`src/rtl/ctrl_pkg.sv`:
```
// Shared encodings for the multi-cycle controller, its datapath and the bench.
package ctrl_pkg;

    typedef enum logic [3:0] {
        ST_START    = 4'd0,
        ST_FETCH    = 4'd1,
        ST_DECODE   = 4'd2,
        ST_MEMADR   = 4'd3,
        ST_MEMREAD  = 4'd4,
        ST_MEMWB    = 4'd5,
        ST_MEMWRITE = 4'd6,
        ST_EXEC_R   = 4'd7,
        ST_ALUWB    = 4'd8,
        ST_BRANCH   = 4'd9,
        ST_TRAP     = 4'd10
    } state_t;

    // Major opcodes handled by the core
    localparam logic [6:0] OP_LD = 7'b0000011;
    localparam logic [6:0] OP_SD = 7'b0100011;
    localparam logic [6:0] OP_BR = 7'b1100011;
    localparam logic [6:0] OP_R  = 7'b0110011;

    // ALU operand A select
    localparam logic [1:0] SRC_A_PC    = 2'b00;
    localparam logic [1:0] SRC_A_OLDPC = 2'b01;
    localparam logic [1:0] SRC_A_RS1   = 2'b10;

    // ALU operand B select
    localparam logic [1:0] SRC_B_RS2   = 2'b00;
    localparam logic [1:0] SRC_B_FOUR  = 2'b01;
    localparam logic [1:0] SRC_B_IMM   = 2'b10;

    // ALU operation
    localparam logic [1:0] ALU_ADD     = 2'b00;
    localparam logic [1:0] ALU_SUB     = 2'b01;
    localparam logic [1:0] ALU_FUNCT   = 2'b10;

    // Write-back / PC source select
    localparam logic [1:0] RES_ALUOUT  = 2'b00;
    localparam logic [1:0] RES_MEMDATA = 2'b01;
    localparam logic [1:0] RES_ALU     = 2'b10;

    // Trap causes
    localparam logic [1:0] CAUSE_NONE    = 2'b00;
    localparam logic [1:0] CAUSE_ILLEGAL = 2'b01;
    localparam logic [1:0] CAUSE_BUS     = 2'b10;

endpackage

```
`src/rtl/ctrl_opdec.sv`:
```
// Combinational classification of the major opcode.
module ctrl_opdec
    import ctrl_pkg::*;
(
    input  logic [6:0] opcode,
    output logic       is_ld,
    output logic       is_sd,
    output logic       is_br,
    output logic       is_r,
    output logic       illegal
);

    // One-hot class flags; anything unrecognised is illegal
    always_comb begin
        is_ld   = 1'b0;
        is_sd   = 1'b0;
        is_br   = 1'b0;
        is_r    = 1'b0;
        illegal = 1'b0;
        case (opcode)
            OP_LD:   is_ld   = 1'b1;
            OP_SD:   is_sd   = 1'b1;
            OP_BR:   is_br   = 1'b1;
            OP_R:    is_r    = 1'b1;
            default: illegal = 1'b1;
        endcase
    end

endmodule

```
`src/rtl/multicycle_ctrl.sv`:
```
// Multi-cycle control FSM: sequences fetch/decode/execute for ld, sd, beq and
// R-type, handshakes with the unified memory and traps on illegal opcodes or
// memory timeouts.
module multicycle_ctrl
    import ctrl_pkg::*;
#(
    parameter int TIMEOUT_CYCLES = 16
) (
    input  logic       clk,
    input  logic       reset,
    input  logic [6:0] opcode,
    input  logic       zero,
    input  logic       mem_ready,
    output logic       mem_req,
    output logic       mem_we,
    output logic       iord,
    output logic       ir_we,
    output logic       pc_we,
    output logic       reg_we,
    output logic [1:0] alu_src_a,
    output logic [1:0] alu_src_b,
    output logic [1:0] alu_op,
    output logic [1:0] result_src,
    output logic       instr_done,
    output logic       trap,
    output logic [1:0] trap_cause
);

    localparam int CW = (TIMEOUT_CYCLES > 2) ? $clog2(TIMEOUT_CYCLES) : 1;
    localparam logic [CW-1:0] TMO_LAST = CW'(TIMEOUT_CYCLES - 1);
    localparam logic [CW-1:0] TMO_ONE  = CW'(1);
    localparam logic [CW-1:0] TMO_ZERO = CW'(0);

    state_t          state_q, state_d;
    logic [CW-1:0]   tmo_cnt_q, tmo_cnt_d;
    logic [1:0]      trap_cause_q, trap_cause_d;
    logic            is_ld_s, is_sd_s, is_br_s, is_r_s, illegal_s;
    logic            tmo_last_s;

    ctrl_opdec u_opdec (
        .opcode  (opcode),
        .is_ld   (is_ld_s),
        .is_sd   (is_sd_s),
        .is_br   (is_br_s),
        .is_r    (is_r_s),
        .illegal (illegal_s)
    );

    // Last permitted wait cycle: another miss here means a bus timeout
    assign tmo_last_s = (tmo_cnt_q == TMO_LAST);

    // State, timeout counter and trap cause registers
    always_ff @(posedge clk or posedge reset) begin
        if (reset) begin
            state_q      <= ST_START;
            tmo_cnt_q    <= TMO_ZERO;
            trap_cause_q <= CAUSE_NONE;
        end else begin
            state_q      <= state_d;
            tmo_cnt_q    <= tmo_cnt_d;
            trap_cause_q <= trap_cause_d;
        end
    end

    // Next-state sequencing and trap cause capture
    always_comb begin
        state_d      = state_q;
        trap_cause_d = trap_cause_q;
        case (state_q)
            ST_START: begin
                state_d = ST_FETCH;
            end
            ST_FETCH: begin
                if (mem_ready) begin
                    state_d = ST_DECODE;
                end else if (tmo_last_s) begin
                    state_d      = ST_TRAP;
                    trap_cause_d = CAUSE_BUS;
                end else begin
                    state_d = ST_FETCH;
                end
            end
            ST_DECODE: begin
                if (illegal_s) begin
                    state_d      = ST_TRAP;
                    trap_cause_d = CAUSE_ILLEGAL;
                end else if (is_ld_s || is_sd_s) begin
                    state_d = ST_MEMADR;
                end else if (is_r_s) begin
                    state_d = ST_EXEC_R;
                end else if (is_br_s) begin
                    state_d = ST_BRANCH;
                end else begin
                    state_d      = ST_TRAP;
                    trap_cause_d = CAUSE_ILLEGAL;
                end
            end
            ST_MEMADR: begin
                if (is_sd_s) begin
                    state_d = ST_MEMWRITE;
                end else begin
                    state_d = ST_MEMREAD;
                end
            end
            ST_MEMREAD: begin
                if (mem_ready) begin
                    state_d = ST_MEMWB;
                end else if (tmo_last_s) begin
                    state_d      = ST_TRAP;
                    trap_cause_d = CAUSE_BUS;
                end else begin
                    state_d = ST_MEMREAD;
                end
            end
            ST_MEMWB: begin
                state_d = ST_FETCH;
            end
            ST_MEMWRITE: begin
                if (mem_ready) begin
                    state_d = ST_FETCH;
                end else if (tmo_last_s) begin
                    state_d      = ST_TRAP;
                    trap_cause_d = CAUSE_BUS;
                end else begin
                    state_d = ST_MEMWRITE;
                end
            end
            ST_EXEC_R: begin
                state_d = ST_ALUWB;
            end
            ST_ALUWB: begin
                state_d = ST_FETCH;
            end
            ST_BRANCH: begin
                state_d = ST_FETCH;
            end
            ST_TRAP: begin
                state_d = ST_TRAP;
            end
            default: begin
                state_d = ST_START;
            end
        endcase
    end

    // Wait-state counter: counts unanswered requests, cleared on any state change
    always_comb begin
        if (state_d != state_q) begin
            tmo_cnt_d = TMO_ZERO;
        end else if (mem_req && !mem_ready) begin
            tmo_cnt_d = tmo_cnt_q + TMO_ONE;
        end else begin
            tmo_cnt_d = tmo_cnt_q;
        end
    end

    // Moore output decode; FETCH passes mem_ready through to the IR/PC strobes
    always_comb begin
        mem_req    = 1'b0;
        mem_we     = 1'b0;
        iord       = 1'b0;
        ir_we      = 1'b0;
        pc_we      = 1'b0;
        reg_we     = 1'b0;
        alu_src_a  = SRC_A_PC;
        alu_src_b  = SRC_B_RS2;
        alu_op     = ALU_ADD;
        result_src = RES_ALUOUT;
        instr_done = 1'b0;
        trap       = 1'b0;
        trap_cause = CAUSE_NONE;
        case (state_q)
            ST_START: begin
                mem_req = 1'b0;
            end
            ST_FETCH: begin
                mem_req    = 1'b1;
                iord       = 1'b0;
                ir_we      = mem_ready;
                pc_we      = mem_ready;
                alu_src_a  = SRC_A_PC;
                alu_src_b  = SRC_B_FOUR;
                alu_op     = ALU_ADD;
                result_src = RES_ALU;
            end
            ST_DECODE: begin
                alu_src_a = SRC_A_OLDPC;
                alu_src_b = SRC_B_IMM;
                alu_op    = ALU_ADD;
            end
            ST_MEMADR: begin
                alu_src_a = SRC_A_RS1;
                alu_src_b = SRC_B_IMM;
                alu_op    = ALU_ADD;
            end
            ST_MEMREAD: begin
                mem_req = 1'b1;
                iord    = 1'b1;
            end
            ST_MEMWB: begin
                reg_we     = 1'b1;
                result_src = RES_MEMDATA;
                instr_done = 1'b1;
            end
            ST_MEMWRITE: begin
                mem_req    = 1'b1;
                mem_we     = 1'b1;
                iord       = 1'b1;
                instr_done = mem_ready;
            end
            ST_EXEC_R: begin
                alu_src_a = SRC_A_RS1;
                alu_src_b = SRC_B_RS2;
                alu_op    = ALU_FUNCT;
            end
            ST_ALUWB: begin
                reg_we     = 1'b1;
                result_src = RES_ALUOUT;
                instr_done = 1'b1;
            end
            ST_BRANCH: begin
                alu_src_a  = SRC_A_RS1;
                alu_src_b  = SRC_B_RS2;
                alu_op     = ALU_SUB;
                result_src = RES_ALUOUT;
                pc_we      = zero;
                instr_done = 1'b1;
            end
            ST_TRAP: begin
                trap       = 1'b1;
                trap_cause = trap_cause_q;
            end
            default: begin
                trap = 1'b0;
            end
        endcase
    end

endmodule
```
`config.mk`:
```
export PLATFORM = sky130hd
export DESIGN_NAME = multicycle_ctrl
export DESIGN_NICKNAME = d
export VERILOG_FILES = /design/src/rtl/ctrl_pkg.sv /design/src/rtl/ctrl_opdec.sv /design/src/rtl/multicycle_ctrl.sv
export SDC_FILE = /design/constraint.sdc
export NUM_CORES = 1
export LEC_CHECK = 0
export ABC_CLOCK_PERIOD_IN_PS = 1600
export BUFFER_PORTS_ARGS = -buffer_cell sky130_fd_sc_hd__buf_2
export CAP_MARGIN = 20
export CORE_UTILIZATION = 35
export DETAILED_ROUTE_END_ITERATION = 16
export MAX_ROUTING_LAYER = met4
export PLACE_DENSITY_LB_ADDON = 0.12
export SETUP_SLACK_MARGIN = 0.1
export SYNTH_ARGS = -nofsm -noshare
export SYNTH_HDL_FRONTEND = slang
export SYNTH_SLANG_ARGS = --single-unit
export TNS_END_PERCENT = 20
```
`constraint.sdc`:
```
create_clock -name clk -period 1.6 [get_ports clk]
set_input_delay 0.16 -clock clk [delete_from_list [all_inputs] [get_ports clk]]
set_output_delay 0.16 -clock clk [all_outputs]
set_load 0.005 [all_outputs]
```
==> metrics.txt, run 1 <==
Post-Layout Inst Area=1580 sq um; # DRC=0; async set or reset register ratio after synthesis=1.00; nature of the critical path endpoint=register; classification of the worst setup path=register to register; number of cell instances on the worst register-to-register path=6; Placeable Area=2540 sq um; floorplan die width=54.7 microns; placer congestion estimate=0.819; RR Endpoint=tmo_cnt_q[3]$_DFFE_PP0P_; syn_area_per_cell=7.90 sq um; share of the clock period used by the worst path after layout=1.06; worst supply voltage drop on vdd=0.00103 V; EDFF count, synth=0; top post-synthesis cells by area=sky130_fd_sc_hd__dfrtp_1 (26%), sky130_fd_sc_hd__nor2_1 (4.6%), sky130_fd_sc_hd__nor2b_1 (3.9%), sky130_fd_sc_hd__nand2_1 (3.5%), sky130_fd_sc_hd__nor4_1 (3.2%); final setup violating endpoints=10; net count reported at finish=200; count of cell types in the netlist=48; count of synthesis-stage warnings from yosys=0; worst-case clock skew=0.00205 ns; CTS tree=done; Arr. time, crit path=1.86 ns; Initial Util=0.382; time the worst path needs with I/O delays and setup=1.69 ns; status=finished, violations left; share of the synthesized area in the top cell type=0.257; Critical Path Start Type=register; die boundary height=54.7 microns; antenna violations before repair=0; Pleak=0.768 nW; routed wire length per instance=14.9 microns; leading cell type in the layout, fill and taps excluded=sky130_fd_sc_hd__buf_4; Post-synth top flop=sky130_fd_sc_hd__dfrtp_1; number of violations of the max-capacitance limit=0; portion of the post-synthesis area used by sequential elements=0.257; origin of the worst setup path=tmo_cnt_q[1]$_DFFE_PP0P_; pin count of the biggest net entering global routing=14; die footprint=2990 sq um; most frequent cells in the layout=sky130_fd_sc_hd__buf_4 (34), sky130_fd_sc_hd__buf_2 (29), sky130_fd_sc_hd__nand2_1 (9), sky130_fd_sc_hd__dfrtp_1 (9), sky130_fd_sc_hd__nor2_1 (8); residual overflow from global routing=0; Gate Count Post-Synth=123; flop and latch count out of synthesis=10; final hold vios=0; DP Wirelength=2360 microns; worst setup path end=tmo_cnt_q[3]$_DFFE_PP0P_; mean number of vias per cell=5.42; Power Total=2.52 mW; class of the tightest hold or removal check=input pin to register; cell accounting for the most synthesized area=sky130_fd_sc_hd__dfrtp_1; number of cells on the worst hold path=3; clock latency reported for the late side of the worst-skew pair=0.26 ns; fraction of final layout cells with drive strength greater than 1=0.524; buffer cell driving the clock tree root=sky130_fd_sc_hd__clkbuf_4; number of nets with antenna violations after routing=0; number of placement rows=18; ports placed on the boundary=29; sum of routed wire length over all layers=3230 microns; sinks on the clock net=10; first-pass GRT wire length=4800 microns; Initial DRC Count=28; GRT Overall Usage=0.233; violations in the final reports=setup timing; final count of pins violating max slew=0; Pwr per Cell Area=1590 nW/um^2; setup repair after global routing missed its margin=true; maximum buffer depth of the clock tree=2; clock transition at the registers of the reported paths=0.06 ns; netlist area before placement=972 sq um; via count=1176; slack of the worst reg-to-reg path=-0.09 ns; instance area after placement=1350 sq um; Worst Setup Slack post-DPL=-0.134 ns; first-pass iteration count of the detailed router=4; P&R area growth vs syn=62.9%; critical path required time=1.76 ns; n_diodes=0; actual slew at the worst max-slew pin=0.360 ns; reg-to-reg critical path startpoint=tmo_cnt_q[1]$_DFFE_PP0P_; setup TNS=-0.490 ns; Synth Net Count=135; relative slew slack=0.760; Num CTS Buffers=3; count of input and output buffers=28; level count of the clock H-tree=1; Max Freq=0.591 GHz; number of global-route vias before repair=1094; CP Max Fanout=4; final worst setup slack=-0.0933 ns
==> cells in the mapped netlist, drive strengths merged (2+ instances only) <==
cell type / number
dfrtp: 10
nor2b: 6
mux2i: 2
a31oi: 4
nand2: 9
o32ai: 2
nor3: 6
buf: 7
nand3: 3
o32a: 2
clkbuf: 2
a21oi: 8
xnor2: 2
o21ai: 6
and2: 2
nor4: 6
a21o: 3
nand2b: 4
nor2: 12
inv: 5
==> layout make-up <==
type	instances	area, sq um
clock buffers	4	36.3
multi-input cells	99	767
inverters	5	21.3
repair buffers	69	470
fillers	233	961
well taps	30	37.5
flip-flops and latches	10	251
==> how the worst min path moves through the flow <==
stage,start,end
floorplan,reset,state_q[0]$_DFF_PP0_
global placement,reset,state_q[0]$_DFF_PP0_
detailed placement,reset,state_q[1]$_DFF_PP0_
CTS,opcode[4],state_q[2]$_DFF_PP0_
global route,opcode[4],state_q[2]$_DFF_PP0_
finish,opcode[4],state_q[2]$_DFF_PP0_
==> logic make-up after synthesis <==
family                     share of synthesized area
and+or+nand+nor                                0.338
AOI/OAI and AO/OA                              0.269
buffers and inverters                         0.0746
DFF                                            0.257
xor gates and xnor gates                      0.0270
muxes                                         0.0206
adders and majority gates                     0.0129
==> power breakdown <==
| part | total, mW | leakage [nW] | switching, mW | internal [mW] |
|---|---|---|---|---|
| logic | 1.92 | 0.618 | 0.981 | 0.936 |
| registers | 0.385 | 0.129 | 0.0664 | 0.319 |
| clock network | 0.218 | 0.0210 | 0.0799 | 0.138 |
==> metal layers <==
| metal | up-vias | global-route usage | share of wire |
|---|---|---|---|
| li1 | 587 | - | - |
| met1 | 558 | 0.278 | 0.43 |
| met2 | 24 | 0.384 | 0.52 |
| met3 | 7 | 0.0250 | 0.025 |
| met4 | 0 | 0.115 | 0.017 |
| met5 | - | - | 0 |
==> sequential cells by signal (all words and copies together), names as in the netlist <==
signal	count
state_q	4
tmo_cnt_q	4
trap_cause_q	2
==> worst max-delay path, stage by stage, from the launching register on <==
cell                       delay, ns
sky130_fd_sc_hd__dfrtp_1        0.38
sky130_fd_sc_hd__ha_2           0.21
sky130_fd_sc_hd__and4b_1        0.19
sky130_fd_sc_hd__a221o_1        0.33
sky130_fd_sc_hd__a21oi_2        0.16
sky130_fd_sc_hd__o221ai_4       0.15
sky130_fd_sc_hd__nor4_2         0.17
==> through the flow <==
step	std cells	utilization	hold WS [ns]
after global routing	217	0.622	0.287
after global placement	206	0.532	0.140
final	217	0.622	0.289
after floorplan	123	-	0.000178
after CTS	216	0.595	0.272
after detailed placement	206	0.532	0.146
==> repair_timing <==
item / in CTS / in global routing
setup buffers: 4 / 1
endpoints found under the hold margin: 10 / 0
setup endpoints to repair: 22 / 24
hold buffers: 1 / 0
cloned: 1 / 0
pin swaps: 8 / 4
gates resized for setup: 22 / 13
Note: power is estimated with default switching activity, not from simulation.
==> inputs of run 2 (changes only) <==
ABC_AREA = 1   (was not set)
==> run 2 against run 1 <==
Net effect: the run still ends with setup timing left; synthesized cell count increased by 18%; register-to-register slack better by 0.03 ns; non-clock buffer count down 10; combinational power increased by 3%; first-iteration DRC count fell by 21%.
==> metrics.txt, run 2 <==
Gate Count Post-Synth=145 (+18%); P&R area growth vs syn=68.0%; Max Freq=0.602 GHz (+1.9%); Pwr per Cell Area=1870 nW/um^2 (+17%); first-pass iteration count of the detailed router=4 (unchanged); number of cells on the worst hold path=6 (+3); clock latency reported for the late side of the worst-skew pair=0.27 ns (about the same); final setup violating endpoints=7 (-3); net count reported at finish=220 (+10%); Post-synth top flop=sky130_fd_sc_hd__dfrtp_1; antenna violations before repair=0 (unchanged); residual overflow from global routing=0 (unchanged); setup TNS=-0.197 ns (+0.293 ns); violations in the final reports=setup timing; number of nets with antenna violations after routing=0 (unchanged); actual slew at the worst max-slew pin=0.407 ns (+0.0471 ns); Num CTS Buffers=3 (unchanged); via count=1106 (-6.0%); classification of the worst setup path=register to register; RR Endpoint=tmo_cnt_q[0]$_DFFE_PP0P_; destination of the worst hold path=tmo_cnt_q[2]$_DFFE_PP0P_; count of input and output buffers=28 (unchanged); most common library cells after synthesis=sky130_fd_sc_hd__nand2_1 (38), sky130_fd_sc_hd__nor2_1 (33), sky130_fd_sc_hd__inv_1 (23), sky130_fd_sc_hd__dfrtp_1 (10), sky130_fd_sc_hd__nand3_1 (9); Pleak=0.845 nW (+10%); level count of the clock H-tree=1 (unchanged); mean number of vias per cell=4.71 (-13%); final core area utilization=0.635 (+0.0124); EDFF count, synth=0 (unchanged); share of the clock period used by the worst path after layout=1.04 (-0.0196); number of cell instances on the worst register-to-register path=12 (+6); top post-synthesis cells by area=sky130_fd_sc_hd__dfrtp_1 (29%), sky130_fd_sc_hd__nand2_1 (17%), sky130_fd_sc_hd__nor2_1 (15%), sky130_fd_sc_hd__inv_1 (10%), sky130_fd_sc_hd__nand3_1 (5.3%); first-pass GRT wire length=4580 microns (-4.5%); registers with the highest flip-flop counts=state_q: 4 flops, tmo_cnt_q: 4 flops, trap_cause_q: 2 flops; Power Total=2.68 mW (+6.2%); pin count of the biggest net entering global routing=11 (-3); share of the synthesized area in the top cell type=0.294 (+0.0363); die boundary height=51.3 microns (-6.2%); slack of the worst reg-to-reg path=-0.06 ns (+0.03 ns); die footprint=2640 sq um (-12%); post-route worst hold slack=0.337 ns (+0.0477 ns); hold_sp=mem_ready; Initial DRC Count=22 (-21%); async set or reset register ratio after synthesis=1.00 (unchanged); Critical Path Start Type=register; class of the tightest hold or removal check=input pin to register; CTS tree=done; CP Max Fanout=6 (+2); syn_area_per_cell=5.88 sq um (-26%); sinks on the clock net=10 (unchanged); reg-to-reg critical path startpoint=state_q[3]$_DFF_PP0_; fraction of final layout cells with drive strength greater than 1=0.488 (-0.0361); # DRC=0 (unchanged); most frequent cells in the layout=sky130_fd_sc_hd__nand2_1 (31), sky130_fd_sc_hd__buf_2 (25), sky130_fd_sc_hd__buf_4 (25); critical path required time=1.81 ns (+0.05 ns); DP Wirelength=2090 microns (-12%); Synth Net Count=157 (+16%); worst-case clock skew=0.000382 ns (-0.00167 ns); buffer cell driving the clock tree root=sky130_fd_sc_hd__clkbuf_4; maximum buffer depth of the clock tree=2 (unchanged); status=finished, violations left; GRT Overall Usage=0.237 (+0.00403); number of placement rows=17 (-1); sum of routed wire length over all layers=2690 microns (-17%); portion of the post-synthesis area used by sequential elements=0.294 (+0.0363); Placeable Area=2250 sq um (-11%); routed wire length per instance=11.5 microns (-23%); relative slew slack=0.729 (-0.0314); clock transition at the registers of the reported paths=0.08 ns (+0.02 ns); instance area after placement=1190 sq um (-12%); ports placed on the boundary=29 (unchanged); count of synthesis-stage warnings from yosys=0 (unchanged); number of violations of the max-capacitance limit=0 (unchanged); worst supply voltage drop on vdd=0.00114 V (+11%); cell with the most instances after synthesis=sky130_fd_sc_hd__nand2_1; nature of the critical path endpoint=register; leading cell type in the layout, fill and taps excluded=sky130_fd_sc_hd__nand2_1; placer congestion estimate=0.954 (+17%); cell accounting for the most synthesized area=sky130_fd_sc_hd__dfrtp_1; Post-Layout Inst Area=1430 sq um (-9.6%); n_diodes=0 (unchanged); number of global-route vias before repair=1129 (+3.2%); flop and latch count out of synthesis=10 (unchanged); floorplan die width=51.3 microns (-6.2%); Arr. time, crit path=1.87 ns (about the same); time the worst path needs with I/O delays and setup=1.66 ns (-0.0314 ns); final hold vios=0 (unchanged); final worst setup slack=-0.0619 ns (+0.0314 ns); final count of pins violating max slew=0 (unchanged); setup repair after global routing missed its margin=true; count of cell types in the netlist=21 (-56%); Initial Util=0.378 (-0.00409); netlist area before placement=852 sq um (-12%)
## run 2: changes by cell type in the layout (fill, tap and decap cells not counted), sizes merged, moves of 5 or more
cell,before,now
a21oi,8,3
buf,68,58
nand3,3,9
nor2b,6,0
nor3,6,0
nand2,9,40
nor4,6,0
inv,5,27
nor2,12,36
## run 2: worst max path at each step
stage                         start                           to  slack (ns)  cells after the start
5_1_grt        state_q[2]$_DFF_PP0_     tmo_cnt_q[0]$_DFFE_PP0P_       -0.21                     13
3_5_place_dp   state_q[3]$_DFF_PP0_  trap_cause_q[0]$_DFFE_PP0P_       -0.16                     10
2_1_floorplan  state_q[1]$_DFF_PP0_     tmo_cnt_q[1]$_DFFE_PP0P_        0.09                      8
6_report       state_q[3]$_DFF_PP0_     tmo_cnt_q[0]$_DFFE_PP0P_       -0.06                     12
4_1_cts        state_q[2]$_DFF_PP0_                      mem_req       -0.02                      8
3_3_place_gp   state_q[3]$_DFF_PP0_  trap_cause_q[0]$_DFFE_PP0P_       -0.13                     10
## run 2: what timing repair did
action,CTS,global route
pin swaps,10,8
setup endpoints to repair,18,21
endpoints found under the hold margin,10,0
buffers inserted,4,3
hold buffers,1,0
resized for setup,29,18
## run 2: through the flow
stage | setup slack, ns | std cells
2_1_floorplan | 0.0949 | 145
3_3_place_gp | -0.128 | 223
3_5_place_dp | -0.155 | 223
4_1_cts | -0.0242 | 232
5_1_grt | -0.209 | 235
6_report | -0.0619 | 235
## run 2: routing by layer
layer | GRT usage | vias up | share of wire
li1 | - | 569 | -
met1 | 0.265 | 496 | 0.44
met2 | 0.445 | 36 | 0.50
met3 | 0.0179 | 5 | 0.049
met4 | 0.0676 | 0 | 0.012
met5 | - | - | 0
## run 2: logic make-up (layout without fill, tap and decap cells)
group,count (synthesis),in the layout,share of synthesized area
flip-flops,10,10,0.294
AND/OR/NAND/NOR,90,90,0.445
buffers and inverters,28,90,0.128
multiplexers,1,1,0.0132
adder cells (fa/ha/maj),1,1,0.0147
XOR/XNOR,3,3,0.0308
AO/OA/AOI/OAI,12,12,0.0749
## run 2: critical path: stages, from the launching register on
cell and delay [ns]:
sky130_fd_sc_hd__dfrtp_2 0.48, sky130_fd_sc_hd__nand2_2 0.11, sky130_fd_sc_hd__inv_2 0.05, sky130_fd_sc_hd__buf_4 0.13
sky130_fd_sc_hd__nand2_1 0.05, sky130_fd_sc_hd__nand3_1 0.07, sky130_fd_sc_hd__nor2_1 0.12, sky130_fd_sc_hd__nand3_1 0.10
sky130_fd_sc_hd__nand2_1 0.07, sky130_fd_sc_hd__nand2_1 0.06, sky130_fd_sc_hd__nor2_1 0.14, sky130_fd_sc_hd__nand2_2 0.10
sky130_fd_sc_hd__nor2_2 0.12
## run 2: layout make-up
| cell class | count | area (sq um) |
|---|---|---|
| Multi-Input combinational cell | 107 | 584 |
| Timing Repair Buffer | 59 | 413 |
| Tap cell | 28 | 35.0 |
| Clock buffer | 4 | 36.3 |
| Inverter | 27 | 109 |
| Sequential cell | 10 | 254 |
| Fill cell | 209 | 823 |
## run 2: where the power goes
group	leakage [nW]	internal, mW	switching [mW]
Combinational	0.698	0.998	0.978
Sequential	0.127	0.340	0.113
Clock	0.0210	0.138	0.107
==> inputs of run 3 (changes only) <==
ABC_AREA = not set   (was 1)
BUFFER_PORTS_ARGS = -buffer_cell sky130_fd_sc_hd__clkbuf_2   (was -buffer_cell sky130_fd_sc_hd__buf_2)
==> run 3 against run 2 <==
Net effect: critical path depth is 6 lower; worst hold slack worse by 0.046 ns; die area is 14% higher; cell count is 8.1% lower; clock power is 35% lower; sequential power is 18% lower; wire length is 11% higher; power is 5.9% lower; maximum frequency is 0.43% lower; sequential cell count stayed put; the run still ends with setup timing left; non-clock buffer count is 10 higher; critical path type unchanged; first-iteration DRC count is 32% lower.
==> metrics.txt, run 3 (synthesized netlist as in run 1, its figures left out) <==
antenna violations before repair=0 (unchanged); critical path cell sequence=ha_2, and4b_1, a221o_1, a21oi_2, o221ai_2, nor4_1; ports placed on the boundary=29 (unchanged); pin count of the biggest net entering global routing=13 (+2); cell type of the slowest stage on the worst timing path=sky130_fd_sc_hd__dfrtp_1; number of nets with antenna violations after routing=0 (unchanged); number of violations of the max-capacitance limit=0 (unchanged); worst supply voltage drop on vdd=0.00112 V (-2.0%); Initial Util=0.382 (+0.00409); status=finished, violations left; time the worst path needs with I/O delays and setup=1.67 ns (+0.00722 ns); clock transition at the registers of the reported paths=0.06 ns (-0.02 ns); Arr. time, crit path=1.83 ns (-0.04 ns); die boundary height=54.7 microns (+6.6%); registers with the highest flip-flop counts=state_q: 4 flops, tmo_cnt_q: 4 flops, trap_cause_q: 2 flops; CTS tree=done; actual slew at the worst max-slew pin=0.364 ns (-0.0422 ns); class of the tightest hold or removal check=input pin to register; residual overflow from global routing=0 (unchanged); Worst Setup Slack post-DPL=-0.109 ns (+0.0466 ns); final worst setup slack=-0.0691 ns (-0.00722 ns); sum of routed wire length over all layers=2990 microns (+11%); CP Max Fanout=4 (-2); n_diodes=0 (unchanged); violations in the final reports=setup timing; relative slew slack=0.757 (+0.0282); classification of the worst setup path=register to register; net count reported at finish=200 (-9.1%); sinks on the clock net=10 (unchanged); delay of the slowest critical-path stage=0.38 ns (-0.10 ns); Post-Layout Cell Count=216 (-8.1%); clock latency reported for the late side of the worst-skew pair=0.26 ns (about the same); Num CTS Buffers=3 (unchanged); WP depth=6 (-6); nature of the critical path endpoint=register; via count=1181 (+6.8%); die footprint=2990 sq um (+14%); first-pass iteration count of the detailed router=4 (unchanged); routed wire length per instance=13.8 microns (+21%); number of cells on the worst hold path=3 (-3); # DRC=0 (unchanged); Critical Path Start Type=register; mean number of vias per cell=5.47 (+16%); post-route worst hold slack=0.291 ns (-0.0459 ns); first-pass GRT wire length=4610 microns (+0.61%); leading cell type in the layout, fill and taps excluded=sky130_fd_sc_hd__buf_4; Initial DRC Count=15 (-32%); level count of the clock H-tree=1 (unchanged); worst path bufs/invs=0 (-2); maximum buffer depth of the clock tree=2 (unchanged); count of input and output buffers=28 (unchanged); Placeable Area=2540 sq um (+13%); Power Total=2.52 mW (-5.9%); buffer cell driving the clock tree root=sky130_fd_sc_hd__clkbuf_4; P&R area growth vs syn=66.2%; number of global-route vias before repair=1022 (-9.5%); GRT Overall Usage=0.226 (-0.0109); Pwr per Cell Area=1560 nW/um^2 (-17%); final count of pins violating max slew=0 (unchanged); number of cell instances on the worst register-to-register path=6 (-6); worst-case clock skew=0.00203 ns (+0.00164 ns); final core area utilization=0.635 (about the same); share of the clock period used by the worst path after layout=1.04 (+0.00451); fraction of final layout cells with drive strength greater than 1=0.522 (+0.0336); final setup violating endpoints=6 (-1); critical path required time=1.76 ns (-0.05 ns); Max Freq=0.599 GHz (-0.43%); number of placement rows=18 (+1); most frequent cells in the layout=sky130_fd_sc_hd__buf_4 (29), sky130_fd_sc_hd__clkbuf_2 (19), sky130_fd_sc_hd__buf_6 (12); final hold vios=0 (unchanged); placer congestion estimate=0.814 (-15%); floorplan die width=54.7 microns (+6.6%); Pleak=0.771 nW (-8.8%); setup repair after global routing missed its margin=true; DP Wirelength=2310 microns (+10%); largest delay contributor family on the critical path=compound AO/OA/AOI/OAI gates; DP Cell Count=206 (-7.6%)
## run 3: cell types whose count changed in the layout (fill, tap and decap cells not counted), sizes merged, moves of 3 or more
cell    change
a21o        +3
a21oi       +5
a31oi       +3
buf         -9
clkbuf     +18
inv        -22
nand2      -31
nand2b      +4
nand3       -6
nand4       -4
nor2       -24
nor2b       +6
nor3        +6
nor4        +6
## run 3: where the power goes
group / internal (mW) / switching [mW] / leakage (nW)
combinational: 1.00 / 0.981 / 0.629
sequential: 0.319 / 0.0549 / 0.129
clock: 0.0861 / 0.0729 / 0.0138
total: 1.41 / 1.11 / 0.771
## run 3: worst paths after layout
kind                       slack, ns                         from                          end
max                            -0.07     tmo_cnt_q[1]$_DFFE_PP0P_     tmo_cnt_q[0]$_DFFE_PP0P_
min                             0.29                    opcode[4]         state_q[2]$_DFF_PP0_
max reg2reg                    -0.07     tmo_cnt_q[1]$_DFFE_PP0P_     tmo_cnt_q[0]$_DFFE_PP0P_
min reg2reg                     0.48  trap_cause_q[0]$_DFFE_PP0P_  trap_cause_q[0]$_DFFE_PP0P_
max in group asynchronous       0.91                        reset         state_q[3]$_DFF_PP0_
min in group asynchronous       0.40                        reset         state_q[1]$_DFF_PP0_
## run 3: metal layers
metal  GRT usage  vias to the layer above  part of all wire
li1            -                      590                 -
met1       0.294                      566              0.48
met2       0.365                       21              0.49
met3      0.0167                        4             0.020
met4      0.0769                        0             0.010
met5           -                        -                 0
## run 3: final cells by class
type	count	area, sq um
timing repair buffer	69	498
clock buffer	3	22.5
multi-input combinational	99	779
inverter	5	26.3
fill	229	930
sequential	10	251
tap	30	37.5
## run 3: worst reg2reg max path: stages, from the launching register on
cell and delay, ns:
sky130_fd_sc_hd__dfrtp_1 0.38, sky130_fd_sc_hd__ha_2 0.21, sky130_fd_sc_hd__and4b_1 0.19, sky130_fd_sc_hd__a221o_1 0.33, sky130_fd_sc_hd__a21oi_2 0.12, sky130_fd_sc_hd__o221ai_2 0.15
sky130_fd_sc_hd__nor4_1 0.19
## run 3: what timing repair did
| item | 4_1_cts | 5_1_grt |
|---|---|---|
| setup buffers | 6 | 0 |
| resized for setup | 27 | 25 |
| hold buffers | 1 | 0 |
| pin swaps | 10 | 7 |
| hold endpoints to repair | 10 | 0 |
| endpoints found under the setup margin | 21 | 23 |
## run 3: metrics by stage
| stage | TNS (ns) | area, sq um |
|---|---|---|
| floorplan | -0.121 | 975 |
| global placement | -0.253 | 1350 |
| detailed placement | -0.337 | 1350 |
| CTS | -0.382 | 1540 |
| global route | -1.10 | 1620 |
| finish | -0.280 | 1620 |
